## config.mk

```make
export PLATFORM = sky130hd
export DESIGN_NAME = shift_exec_pipe
export DESIGN_NICKNAME = d
export VERILOG_FILES = /design/src/rtl/shift_pkg.sv /design/src/rtl/shift_exec_pipe_sll.sv /design/src/rtl/shift_exec_pipe.sv
export SDC_FILE = /design/constraint.sdc
export NUM_CORES = 1
export LEC_CHECK = 0
export ABC_AREA = 1
export ABC_CLOCK_PERIOD_IN_PS = 1770
export CORE_ASPECT_RATIO = 0.8
export CORE_UTILIZATION = 35
export DETAILED_ROUTE_END_ITERATION = 7
export HOLD_SLACK_MARGIN = 0.02
export PLACE_DENSITY = 0.67
export SYNTH_ARGS = -nofsm -noshare
export SYNTH_HDL_FRONTEND = slang
export SYNTH_SLANG_ARGS = --single-unit
```

## constraint.sdc

```tcl
create_clock -name clk_i -period 1.77 [get_ports clk_i]
set_clock_uncertainty 0.1 [all_clocks]
set_input_delay 0.354 -clock clk_i [delete_from_list [all_inputs] [get_ports clk_i]]
set_output_delay 0.354 -clock clk_i [all_outputs]
set_load 0.005 [all_outputs]
```

## src/rtl/shift_pkg.sv

```systemverilog
// Shared types and helpers for the two-stage shift execution unit.
package shift_pkg;

  localparam int unsigned XLEN  = 32;
  localparam int unsigned SHW   = 5;

  typedef enum logic [1:0] {
    OP_SLL = 2'b00,
    OP_SRL = 2'b01,
    OP_RSV = 2'b10,
    OP_SRA = 2'b11
  } shift_op_e;

  // Stage-1 payload: the operand is already bit-reversed for right shifts.
  typedef struct packed {
    shift_op_e        op;
    logic             sign;
    logic [SHW-1:0]   shamt;
    logic [XLEN-1:0]  opnd;
  } s1_payload_t;

  function automatic logic [XLEN-1:0] bit_reverse(input logic [XLEN-1:0] v);
    logic [XLEN-1:0] r;
    r = '0;
    for (int unsigned i = 0; i < XLEN; i++) begin
      r[i] = v[XLEN-1-i];
    end
    return r;
  endfunction

  // Top shamt bits set when the shifted-out value was negative.
  function automatic logic [XLEN-1:0] sra_fill_mask(input logic [SHW-1:0] shamt,
                                                    input logic           sign);
    logic [XLEN-1:0] ones;
    ones = '1;
    return sign ? ~(ones >> shamt) : '0;
  endfunction

endpackage

```

## src/rtl/shift_exec_pipe_sll.sv

```systemverilog
// SLL_32bit: combinational 32-bit logarithmic left shifter, shared by all shift ops.
module SLL_32bit (
  input  logic [31:0] a_i,
  input  logic [4:0]  shamt_i,
  output logic [31:0] y_o
);

  logic [31:0] st0, st1, st2, st3, st4;

  // One mux level per shamt bit, smallest distance first.
  assign st0 = shamt_i[0] ? {a_i[30:0], 1'b0}  : a_i;
  assign st1 = shamt_i[1] ? {st0[29:0], 2'b0}  : st0;
  assign st2 = shamt_i[2] ? {st1[27:0], 4'b0}  : st1;
  assign st3 = shamt_i[3] ? {st2[23:0], 8'b0}  : st2;
  assign st4 = shamt_i[4] ? {st3[15:0], 16'b0} : st3;

  assign y_o = st4;

endmodule

```

## src/rtl/shift_exec_pipe.sv

```systemverilog
// Two-stage SLL/SRL/SRA execution unit; right shifts run through the left
// shifter by reversing bits on the way in and out.
module shift_exec_pipe
  import shift_pkg::*;
#(
  parameter int unsigned TAG_W = 5
) (
  input  logic              clk_i,
  input  logic              rst_i,
  input  logic              flush_i,
  input  logic              in_valid_i,
  output logic              in_ready_o,
  input  logic [1:0]        op_i,
  input  logic [XLEN-1:0]   a_i,
  input  logic [SHW-1:0]    shamt_i,
  input  logic [TAG_W-1:0]  tag_i,
  output logic              out_valid_o,
  input  logic              out_ready_i,
  output logic [XLEN-1:0]   result_o,
  output logic [TAG_W-1:0]  tag_o
);

  logic              s1_valid_q, s1_valid_d;
  s1_payload_t       s1_q, s1_d;
  logic [TAG_W-1:0]  s1_tag_q, s1_tag_d;

  logic              s2_valid_q, s2_valid_d;
  logic [XLEN-1:0]   s2_result_q, s2_result_d;
  logic [TAG_W-1:0]  s2_tag_q, s2_tag_d;

  logic              s2_adv, s1_adv;
  shift_op_e         in_op;
  logic              in_is_right;
  logic [XLEN-1:0]   core_y;
  logic [XLEN-1:0]   post_res;

  assign in_op       = shift_op_e'(op_i);
  assign in_is_right = (in_op == OP_SRL) || (in_op == OP_SRA);

  // Each stage may move when its successor is empty or draining.
  assign s2_adv     = !s2_valid_q || out_ready_i;
  assign s1_adv     = !s1_valid_q || s2_adv;
  assign in_ready_o = s1_adv;

  SLL_32bit u_sll (
    .a_i     (s1_q.opnd),
    .shamt_i (s1_q.shamt),
    .y_o     (core_y)
  );

  // Undo the input reversal for right shifts and add sign fill for SRA.
  always_comb begin
    post_res = core_y;
    unique case (s1_q.op)
      OP_SRL:  post_res = bit_reverse(core_y);
      OP_SRA:  post_res = bit_reverse(core_y) | sra_fill_mask(s1_q.shamt, s1_q.sign);
      default: post_res = core_y;
    endcase
  end

  always_comb begin
    s1_valid_d  = s1_valid_q;
    s1_d        = s1_q;
    s1_tag_d    = s1_tag_q;
    s2_valid_d  = s2_valid_q;
    s2_result_d = s2_result_q;
    s2_tag_d    = s2_tag_q;

    if (s2_adv) begin
      s2_valid_d = s1_valid_q;
      if (s1_valid_q) begin
        s2_result_d = post_res;
        s2_tag_d    = s1_tag_q;
      end
    end

    if (s1_adv) begin
      s1_valid_d = in_valid_i;
      if (in_valid_i) begin
        s1_d.op    = in_op;
        s1_d.sign  = a_i[XLEN-1] & (in_op == OP_SRA);
        s1_d.shamt = shamt_i;
        s1_d.opnd  = in_is_right ? bit_reverse(a_i) : a_i;
        s1_tag_d   = tag_i;
      end
    end

    // Flush kills everything in flight, including an op offered this cycle.
    if (flush_i) begin
      s1_valid_d = 1'b0;
      s2_valid_d = 1'b0;
    end
  end

  always_ff @(posedge clk_i) begin
    if (rst_i) begin
      s1_valid_q  <= 1'b0;
      s1_q        <= '0;
      s1_tag_q    <= '0;
      s2_valid_q  <= 1'b0;
      s2_result_q <= '0;
      s2_tag_q    <= '0;
    end else begin
      s1_valid_q  <= s1_valid_d;
      s1_q        <= s1_d;
      s1_tag_q    <= s1_tag_d;
      s2_valid_q  <= s2_valid_d;
      s2_result_q <= s2_result_d;
      s2_tag_q    <= s2_tag_d;
    end
  end

  assign out_valid_o = s2_valid_q;
  assign result_o    = s2_result_q;
  assign tag_o       = s2_tag_q;

endmodule

```

==> results.json <==
{
  "place_ws_ns": -0.151,
  "crit_required_ns": 1.95,
  "area_growth_pct": 40.3,
  "multi_input_area_um2": 3560,
  "startpoint_type": "flip-flop",
  "io_buffer_count": 87,
  "cts.reportedPaths.clkPinSlew_ns": 0.07,
  "synth_flop_cell": "dfxtp_1",
  "clock-sinks": 84,
  "diodes": 0,
  "whs_ns": 0.361,
  "first_pass_iters": 5,
  "stdcell_area_um2": 7730,
  "rows": 40,
  "clock_latency_ns": 0.35,
  "crit_path_end_kind": "flip-flop",
  "arrival_ns": 1.95,
  "post-route-util_pct": 50.8,
  "die_w_um": 142,
  "synth_area_um2": 5510,
  "io_pins": 88,
  "met1_usage_pct": 32.3,
  "cp_max_fo": 16,
  "yosysSeqAreaShare_pct": 30.5,
  "p_leak_uw": 0.00336,
  "cts_tree": "yes",
  "finalMaxSlewViolations": 0,
  "worst_pin_slew_ns": 0.344,
  "antenna_found_initial": 0,
  "use_met2_pct": 35.2,
  "critPathKind": "flip-flop to flip-flop",
  "yosysTopAreaCell": "dfxtp_1",
  "drcViolationCount": 0,
  "ys_top_cells_by_area": "dfxtp_1 (31%), nand2_1 (16%), nand3_1 (14%)",
  "finalCritPeriodShare_pct": 99.9,
  "yosys-top-cells-count": "nand2_1 (241), nand3_1 (157), a21oi_1 (140)",
  "grt_usage_pct": 23.2,
  "fillCellCount": 1558,
  "ctsHoldBuffers": 0,
  "syn_area_per_cell_um2": 5.98,
  "viasPerCell": 5.28,
  "use_met3_pct": 5.73,
  "fin_ws_ns": 0.00250,
  "hold_viol_final": 0,
  "htreeDepth": 3,
  "hp-class": "flip-flop to flip-flop",
  "cts_max_path_buffers": 2,
  "post_dp_cell_area_um2": 6980,
  "fin_nets": 1076,
  "maxCapViolations": 0,
  "die_y_um": 114,
  "grt_pass1_wl_um": 29700,
  "peakVddDrop_uv": 517,
  "ant_nets": 0,
  "outcome": "finished, final reports clean",
  "top_usage_layer": "met2",
  "fin_crit_ns": 1.77,
  "die_area_um2": 16200,
  "routedWlPerCell_um": 15.2,
  "synth_cells": 920,
  "synth-edff-count": 0,
  "routed_wl_um": 18900,
  "rsz0062_at_grt": "true",
  "place_congestion": 1.01,
  "register_area_um2": 1690,
  "hpwl_um": 14000,
  "drt_iter0_markers": 624,
  "synth_top_cell_area_share_pct": 30.5,
  "yosysWarnings": 0,
  "root_buffer": "clkbuf_16",
  "grt_pass1_vias": 5899,
  "synth_cell_types": 26,
  "cts-buffers-inserted": 9,
  "setup_viol": 0,
  "grt.overflow.total": 0,
  "drive_gt1_share_pct": 19.0,
  "synth-async-reset-ratio_pct": 0,
  "max_slew_margin_pct": 77.0,
  "max_freq_mhz": 566,
  "grt_start_max_net_pins": 67,
  "powerDensity_nw_per_um2": 753,
  "yosys_register_bits": 84,
  "initial_core_util_pct": 36.2,
  "synthMostInstantiatedCell": "nand2_1",
  "vias": 6558,
  "syn_nets": 969,
  "core_area_um2": 15200
}
==> kinds of logic after synthesis <==
kind of cell / synth area share (%)
buffers and inverters: 10.3
DFF: 30.5
and+or+nand+nor: 40.8
AOI/OAI and AO/OA: 18.3
==> metal layers <==
metal	vias to the layer above	wire length (um)
met5	-	0
met3	34	1510
met2	257	8130
met1	2974	8870
met4	0	374
li1	3293	-
==> worst paths after layout <==
path | from | to | slack [ns] | cells after the start
setup / recovery | s1_q[32]$_SDFFE_PP0P_ | result_o[21]$_SDFFE_PP0P_ | 0.003 | 11
hold / removal | result_o[17]$_SDFFE_PP0P_ | result_o[17]$_SDFFE_PP0P_ | 0.36 | 2
setup reg to reg | s1_q[32]$_SDFFE_PP0P_ | result_o[21]$_SDFFE_PP0P_ | 0.003 | 11
hold reg to reg | result_o[17]$_SDFFE_PP0P_ | result_o[17]$_SDFFE_PP0P_ | 0.36 | 2
==> worst max-delay path: stages (launching register included) <==
cell     delay [ns]
dfxtp_4        0.41
buf_8          0.18
nand2_1        0.12
nand3_2        0.13
nand3_1        0.10
nand2_1        0.13
nand2_1        0.08
nand2_2        0.10
nand2_1        0.09
nand2_1        0.08
nand3_1        0.08
a21oi_1        0.12
==> stage by stage <==
stage          power [uW]  instances   TNS, ns
4_1_cts              5690       1238  -0.00571
2_1_floorplan        3020        920         0
6_report             5820       1242         0
5_1_grt              6100       1242    -0.451
3_3_place_gp         3650       1222    -0.342
3_5_place_dp         3660       1222    -0.826
==> flip-flops by register name, indices dropped and copies added (netlist names) <==
| signal | flops |
|---|---|
| out_valid_o | 1 |
| result_o | 32 |
| s1_q | 40 |
| s1_tag_q | 5 |
| s1_valid_q | 1 |
| tag_o | 5 |
==> power breakdown <==
group | switching, uW | total [uW] | internal, uW
clock | 875 | 2010 | 1130
sequential | 87.4 | 2080 | 2000
combinational | 1000 | 1720 | 719
==> area by class of cell <==
class,count,share of cell area [%]
Clock inverter,7,1.13
Sequential cell,84,21.9
Inverter,65,3.29
Timing Repair Buffer,160,21.3
Tap cell,210,3.40
Multi-Input combinational cell,707,46.1
Clock buffer,9,2.91
==> layout by cell type, fill, tap and decap left out <==
cell	instances
a21oi_1	135
a21oi_2	5
a31oi_1	2
buf_12	13
buf_2	1
buf_4	55
buf_8	2
bufinv_16	1
clkbuf_16	12
clkdlybuf4s50_1	85
clkinv_1	4
dfxtp_1	81
dfxtp_4	3
dlygate4sd2_1	1
inv_1	51
inv_2	8
inv_4	1
inv_6	4
inv_8	3
nand2_1	219
nand2_2	25
nand3_1	111
nand3_2	59
nand4_1	17
nor2_1	73
nor2_2	2
nor2_4	1
o211ai_1	2
o21a_1	1
o21ai_0	50
o21ai_1	3
o22ai_1	1
or2_2	1
==> timing repair <==
action / 4_1_cts / 5_1_grt
cloned: 0 / 3
endpoints found under the setup margin: 8 / 32
gates resized for setup: 6 / 90
buffers inserted: 0 / 1
pin swaps: 0 / 4
Note: power is estimated with default switching activity, not from simulation.
